`config.mk`:
```
export PLATFORM = sky130hd
export DESIGN_NAME = data_fetch_unit
export DESIGN_NICKNAME = d
export VERILOG_FILES = /design/src/rtl/data_fetch_unit.sv
export SDC_FILE = /design/constraint.sdc
export NUM_CORES = 2
export LEC_CHECK = 0
export CAP_MARGIN = 20
export CORE_MARGIN = 2
export CORE_UTILIZATION = 56
export DETAILED_ROUTE_END_ITERATION = 12
export HOLD_SLACK_MARGIN = 0.08
export PLACE_DENSITY_LB_ADDON = 0.15
export SYNTH_ARGS = -nofsm -noshare
export SYNTH_HDL_FRONTEND = slang
export SYNTH_SLANG_ARGS = --single-unit
```
`constraint.sdc`:
```
create_clock -name CLK -period 9.4 [get_ports CLK]
set_input_delay 2.35 -clock CLK [delete_from_list [all_inputs] [get_ports CLK]]
set_output_delay 2.35 -clock CLK [all_outputs]
set_load 0.005 [all_outputs]
```
`src/rtl/data_fetch_unit.sv`:
```
// data_fetch_unit: 16x128 row buffer feeding four PE lanes.
// Burst loads to DATAIN, masked burst stores from DATAOUT, host port.
module data_fetch_unit (
    input  logic              CLK,
    input  logic              RSTN,
    input  logic              ADDR_START,
    input  logic              ADDR_RST,
    input  logic [3:0]        ADDRESS,
    input  logic [1:0]        BURST_LEN,
    input  logic [1:0]        PE_SEL,
    input  logic              PE_SEL_2x2,
    input  logic              PE_SEL_4,
    input  logic              WRADDR_START,
    input  logic [3:0][31:0]  DATAOUT,
    output logic [3:0][31:0]  DATAIN,
    output logic              DATA_VALID,
    output logic              FETCH_DONE,
    output logic              STORE_DONE,
    input  logic              MEM_WE,
    input  logic [3:0]        MEM_WADDR,
    input  logic [127:0]      MEM_WDATA,
    input  logic [3:0]        MEM_RADDR,
    output logic [127:0]      MEM_RDATA
);

    typedef enum logic [2:0] {
        S_IDLE,
        S_LOAD,
        S_LDONE,
        S_STORE,
        S_SDONE
    } state_t;

    state_t state;

    logic [3:0][31:0] mem [16];

    logic [3:0]  base_q;
    logic [1:0]  len_q;
    logic [1:0]  pe_sel_q;
    logic        pe_sel_2x2_q;
    logic        pe_sel_4_q;
    logic [1:0]  cnt;

    logic [3:0]        row;
    logic [3:0]        lane_mask;
    logic [3:0][31:0]  lane_bits;
    logic [3:0][31:0]  row_data;
    logic [3:0][31:0]  row_masked;
    logic [3:0][31:0]  row_merged;

    logic              start_any;
    logic              store_we;
    logic              host_we;
    logic              wr_en;
    logic [3:0]        wr_addr;
    logic [3:0][31:0]  wr_data;

    // Current row wraps modulo 16 because the adder is 4 bits wide.
    assign row = base_q + {2'b00, cnt};

    // Lane mask from the latched selects; wider groupings take priority.
    always_comb begin
        lane_mask = 4'b0000;
        if (pe_sel_4_q) begin
            lane_mask = 4'b1111;
        end else if (pe_sel_2x2_q) begin
            unique case (pe_sel_q)
                2'b00:   lane_mask = 4'b0011;
                2'b01:   lane_mask = 4'b1100;
                2'b10:   lane_mask = 4'b0101;
                default: lane_mask = 4'b1010;
            endcase
        end else begin
            lane_mask = 4'b0001 << pe_sel_q;
        end
    end

    // Expand the lane mask to a bit mask and form read / merged rows.
    always_comb begin
        for (int i = 0; i < 4; i++) begin
            lane_bits[i] = {32{lane_mask[i]}};
        end
        row_data   = mem[row];
        row_masked = row_data & lane_bits;
        row_merged = (row_data & ~lane_bits) | (DATAOUT & lane_bits);
    end

    assign start_any = ADDR_START | WRADDR_START;
    assign store_we  = (state == S_STORE) & ~ADDR_RST;
    assign host_we   = MEM_WE & (state == S_IDLE) & ~start_any;

    // Single write port: PE store when storing, otherwise the host.
    always_comb begin
        wr_en   = 1'b0;
        wr_addr = MEM_WADDR;
        wr_data = MEM_WDATA;
        if (store_we) begin
            wr_en   = 1'b1;
            wr_addr = row;
            wr_data = row_merged;
        end else if (host_we) begin
            wr_en   = 1'b1;
        end
    end

    assign MEM_RDATA = mem[MEM_RADDR];

    // Row storage; cleared by reset, abort leaves contents intact.
    always_ff @(posedge CLK or negedge RSTN) begin
        if (!RSTN) begin
            for (int r = 0; r < 16; r++) begin
                mem[r] <= '0;
            end
        end else if (wr_en) begin
            mem[wr_addr] <= wr_data;
        end
    end

    // Request sequencing, row counter and registered PE-side outputs.
    always_ff @(posedge CLK or negedge RSTN) begin
        if (!RSTN) begin
            state        <= S_IDLE;
            cnt          <= 2'd0;
            base_q       <= 4'd0;
            len_q        <= 2'd0;
            pe_sel_q     <= 2'd0;
            pe_sel_2x2_q <= 1'b0;
            pe_sel_4_q   <= 1'b0;
            DATAIN       <= '0;
            DATA_VALID   <= 1'b0;
            FETCH_DONE   <= 1'b0;
            STORE_DONE   <= 1'b0;
        end else if (ADDR_RST) begin
            state      <= S_IDLE;
            cnt        <= 2'd0;
            DATAIN     <= '0;
            DATA_VALID <= 1'b0;
            FETCH_DONE <= 1'b0;
            STORE_DONE <= 1'b0;
        end else begin
            FETCH_DONE <= 1'b0;
            STORE_DONE <= 1'b0;
            unique case (state)
                S_IDLE: begin
                    DATAIN     <= '0;
                    DATA_VALID <= 1'b0;
                    if (start_any) begin
                        base_q       <= ADDRESS;
                        len_q        <= BURST_LEN;
                        pe_sel_q     <= PE_SEL;
                        pe_sel_2x2_q <= PE_SEL_2x2;
                        pe_sel_4_q   <= PE_SEL_4;
                        cnt          <= 2'd0;
                        state        <= WRADDR_START ? S_STORE : S_LOAD;
                    end
                end
                S_LOAD: begin
                    DATAIN     <= row_masked;
                    DATA_VALID <= 1'b1;
                    cnt        <= cnt + 2'd1;
                    if (cnt == len_q) begin
                        state <= S_LDONE;
                    end
                end
                S_LDONE: begin
                    DATAIN     <= '0;
                    DATA_VALID <= 1'b0;
                    FETCH_DONE <= 1'b1;
                    cnt        <= 2'd0;
                    state      <= S_IDLE;
                end
                S_STORE: begin
                    cnt <= cnt + 2'd1;
                    if (cnt == len_q) begin
                        state <= S_SDONE;
                    end
                end
                S_SDONE: begin
                    STORE_DONE <= 1'b1;
                    cnt        <= 2'd0;
                    state      <= S_IDLE;
                end
                default: begin
                    state <= S_IDLE;
                end
            endcase
        end
    end

endmodule
```
==> results_dict.tcl <==
set metrics [dict create \
    cp.arrival_ns 5.30 \
    ir_drop_uv 358 \
    grt_pass1_vias 77600 \
    status "completed" \
    ys_ff_latch 2194 \
    wirelength_um 350000 \
    cts_root_buf "clkbuf_16" \
    post_cts_resized 0 \
    dp_cells 10300 \
    synth_edf_count 0 \
    gr-max-usage-layer "met2" \
    p_seq_share_pct 36.0 \
    finalSetupTns_ns 0 \
    clock_path_buffers 3 \
    initialDrtViolationCount 6454 \
    switchingPower_uw 15700 \
    drt-pass1-iter-count 5 \
    endpoint_kind "output port" \
    reg2reg_slack_ns 4.05 \
    synth_compound_area_share_pct 5.83 \
    antenna_found_initial 13 \
    synth-simple-area-share_pct 1.35 \
    cts_sinks 2194 \
    grtUsageMet2_pct 51.2 \
    synth_area_leaders "dfrtp_1 (46%), mux4_2 (22%), mux2_2 (19%), a21oi_4 (1.7%), a2bb2oi_2 (1.6%)" \
    hold_buffers 0 \
    combPwrFrac_pct 43.1 \
    yosysTopAreaCell "dfrtp_1" \
    clock.fmax_mhz 131 \
    syn_inst 7534 \
    gp_congestion 0.816 \
    min_period_over_period_pct 81.4 \
    routedWlPerCell_um 32.6 \
    grt_use_met3_pct 6.43 \
    num-nets-final 7997 \
    synth_flop_cell "dfrtp_1" \
    num_rows 169 \
    synth-xor-area-share_pct 0.0356 \
    p_sw_share_pct 34.3 \
    min_period_ns 7.65 \
    synth_seq_area_share_pct 45.9 \
    synth_mux_area_share_pct 43.0 \
    max-slew-margin-rel_pct 21.9 \
    synth_top_family_by_area "multiplexers" \
    ant_nets 0 \
    vias 73300 \
    drv_cap 0 \
    ys_types 60 \
    crit_chain "buf_8 > buf_12 > mux4_2 > nor2b_1 > a211oi_1 > a21oi_1 > clkdlybuf4s50_1" \
    power.density_nw_per_um2 341 \
    grt_pass1_wl_um 525000 \
    h-tree-depth 4 \
    num_io_pins 539 \
    numCtsBuffers 231 \
    async_reset_ff_share_pct 100 \
    vias_per_cell 6.82 \
    drcViolationCount 0 \
    die_h_um 466 \
    fin_worst_skew_ns 0.0367 \
    synthToLayoutAreaGrowth_pct 12.5 \
    netlist.area_leader.share_pct 45.9 \
    syn_area_um2 120000 \
    grt_max_degree 186 \
    initial_core_util_pct 56.4 \
    cts_tree "built" \
    die_w_um 466 \
    min-delay-path-class "flip-flop to flip-flop" \
    final_hold_viol_count 0 \
    port-buffer-count 538 \
    setup_viol_count_final 0 \
    slowest_delay_ns 0.57 \
    hpwl_um 196000 \
    clkSlewWorstSetupHoldPaths_ns 0.06 \
    ys_warn_count 0 \
    clkPwrFrac_pct 20.9 \
    nFillCells 15200 \
    worst_pin_slew_ns 1.17 \
    post_cts_buffers 0 \
    synth_fp_nets 7821 \
    drive_gt1_share_pct 51.3 \
    grtUsageTotal_pct 32.5 \
    clk_latency_ns 0.89 \
    die-area_um2 217000 \
    rsz0062_at_grt "no" \
    cp-startpoint "MEM_RADDR[0]" \
    critPathSlowestCell "mux4_2" \
    grt-ovfl-total 0 \
    critPathKind "input port to output port" \
    final_cells 10700 \
    min-delay-start "DATAIN[7]" \
    path_max_fanout 66 \
    synthAdderAreaFrac_pct 0.0795 \
    cp_data_required_time_ns 7.05 \
    critPathLaunchType "input port" \
    intPower_uw 30200 \
    grt_util_met1_pct 45.2 \
    maxSlewViolCount 0 \
    r2r_start "cnt[0]" \
    core-area_um2 212000 \
    p_leak_uw 0.0593 \
    avgSynthCellArea_um2 15.9 \
]
[cells in the mapped netlist, types with 72 or more instances]
library cell,count
nor2_1,262
dfrtp_1,2194
buf_1,79
buf_4,84
buf_6,143
mux4_2,1143
clkbuf_1,300
a2bb2oi_2,124
mux2i_1,141
mux2_1,83
mux2_2,1976
mux2_4,72
a21oi_1,267
a21oi_4,124
buf_2,171
a22o_1,128
[power by group through the flow]
stage	Combinational [µW]	Clock [µW]	Sequential, µW
global placement	19400	0	16300
global route	21000	10200	17000
floorplan	15500	0	15400
finish	19800	9610	16500
CTS	19800	9740	16400
detailed placement	19800	0	16600
[critical path: cells and delay by family]
kind,cells,cell delay [ns]
buffers and inverters,3,1.61
multiplexers,1,0.57
AO/OA/AOI/OAI,2,0.40
AND/OR/NAND/NOR,1,0.15
[registers in the layout, summed over array words and instances, names as in the netlist]
signal / flops
mem: 2048
DATAIN: 128
base_q: 4
state: 3
cnt: 2
len_q: 2
pe_sel_q: 2
DATA_VALID: 1
FETCH_DONE: 1
STORE_DONE: 1
pe_sel_2x2_q: 1
pe_sel_4_q: 1
[worst paths after layout]
kind | cells past startpoint | end
max | 7 | MEM_RDATA[122]
min | 1 | DATAIN[7]
max reg2reg | 10 | mem[241]
min reg2reg | 1 | DATAIN[7]
max in group asynchronous | 3 | DATAIN[75]
min in group asynchronous | 1 | mem[1032]
[cell type report]
cell class                 count  area [µm²]  share of cell area [%]
clock buffer                 344        6940                    5.16
clock inverter                87        1080                   0.800
multi-input combinational   4553       60400                    44.9
timing repair buffer         720        7600                    5.65
inverter                      10        37.5                  0.0279
sequential                  2194       54900                    40.8
tap                         2821        3530                    2.62
antenna                       10        25.0                  0.0186
[per-stage QoR]
step | worst slack [ns] | util (%) | instance area, µm² | hold WS (ns) | power (µW)
after floorplan | 2.65 | - | 120000 | 0.461 | 30800
after global placement | 1.72 | 59.6 | 126000 | 0.480 | 35700
final | 1.75 | 63.4 | 135000 | 0.498 | 45900
after global routing | 1.56 | 63.4 | 135000 | 0.515 | 48200
after CTS | 1.74 | 63.4 | 134000 | 0.503 | 46000
after detailed placement | 1.74 | 59.6 | 126000 | 0.483 | 36300
[layer usage]
metal,routed length [µm],share of wire (%),vias up
met2,166000,48,2940
met5,50,0.014,-
met4,14300,4.1,8
met1,143000,41,40000
met3,26200,7.5,657
li1,-,-,29700
[kinds of logic (layout without fill, tap and decap cells)]
| logic type | after synthesis | in the layout |
|---|---|---|
| AO/OA/AOI/OAI | 744 | 744 |
| XOR/XNOR | 4 | 4 |
| adder cells (fa/ha/maj) | 7 | 7 |
| buffers and inverters | 787 | 1161 |
| flip-flops | 2194 | 2194 |
| multiplexers | 3415 | 3415 |
| other | 0 | 10 |
| AND/OR/NAND/NOR | 383 | 383 |
[cells in the final DEF (no fill, tap or decap), drive strengths merged, types with 4 or more instances in the layout]
| cell | instances |
|---|---|
| o2bb2ai | 4 |
| mux4 | 1143 |
| ha | 6 |
| a21oi | 392 |
| bufinv | 22 |
| diode | 10 |
| and2 | 4 |
| o21ai | 68 |
| inv | 16 |
| nor3b | 4 |
| nand2 | 64 |
| nor2 | 262 |
| nand3 | 4 |
| o21bai | 4 |
| mux2 | 2131 |
| nand2b | 5 |
| a2bb2oi | 124 |
| or3 | 4 |
| clkinv | 53 |
| a22o | 128 |
| a211oi | 11 |
| dfrtp | 2194 |
| buf | 186 |
| clkinvlp | 6 |
| clkbuf | 345 |
| nor3 | 10 |
| nor2b | 12 |
| clkdlybuf4s50 | 533 |
| mux2i | 141 |
No activity file was read; power rests on OpenSTA's default activity.
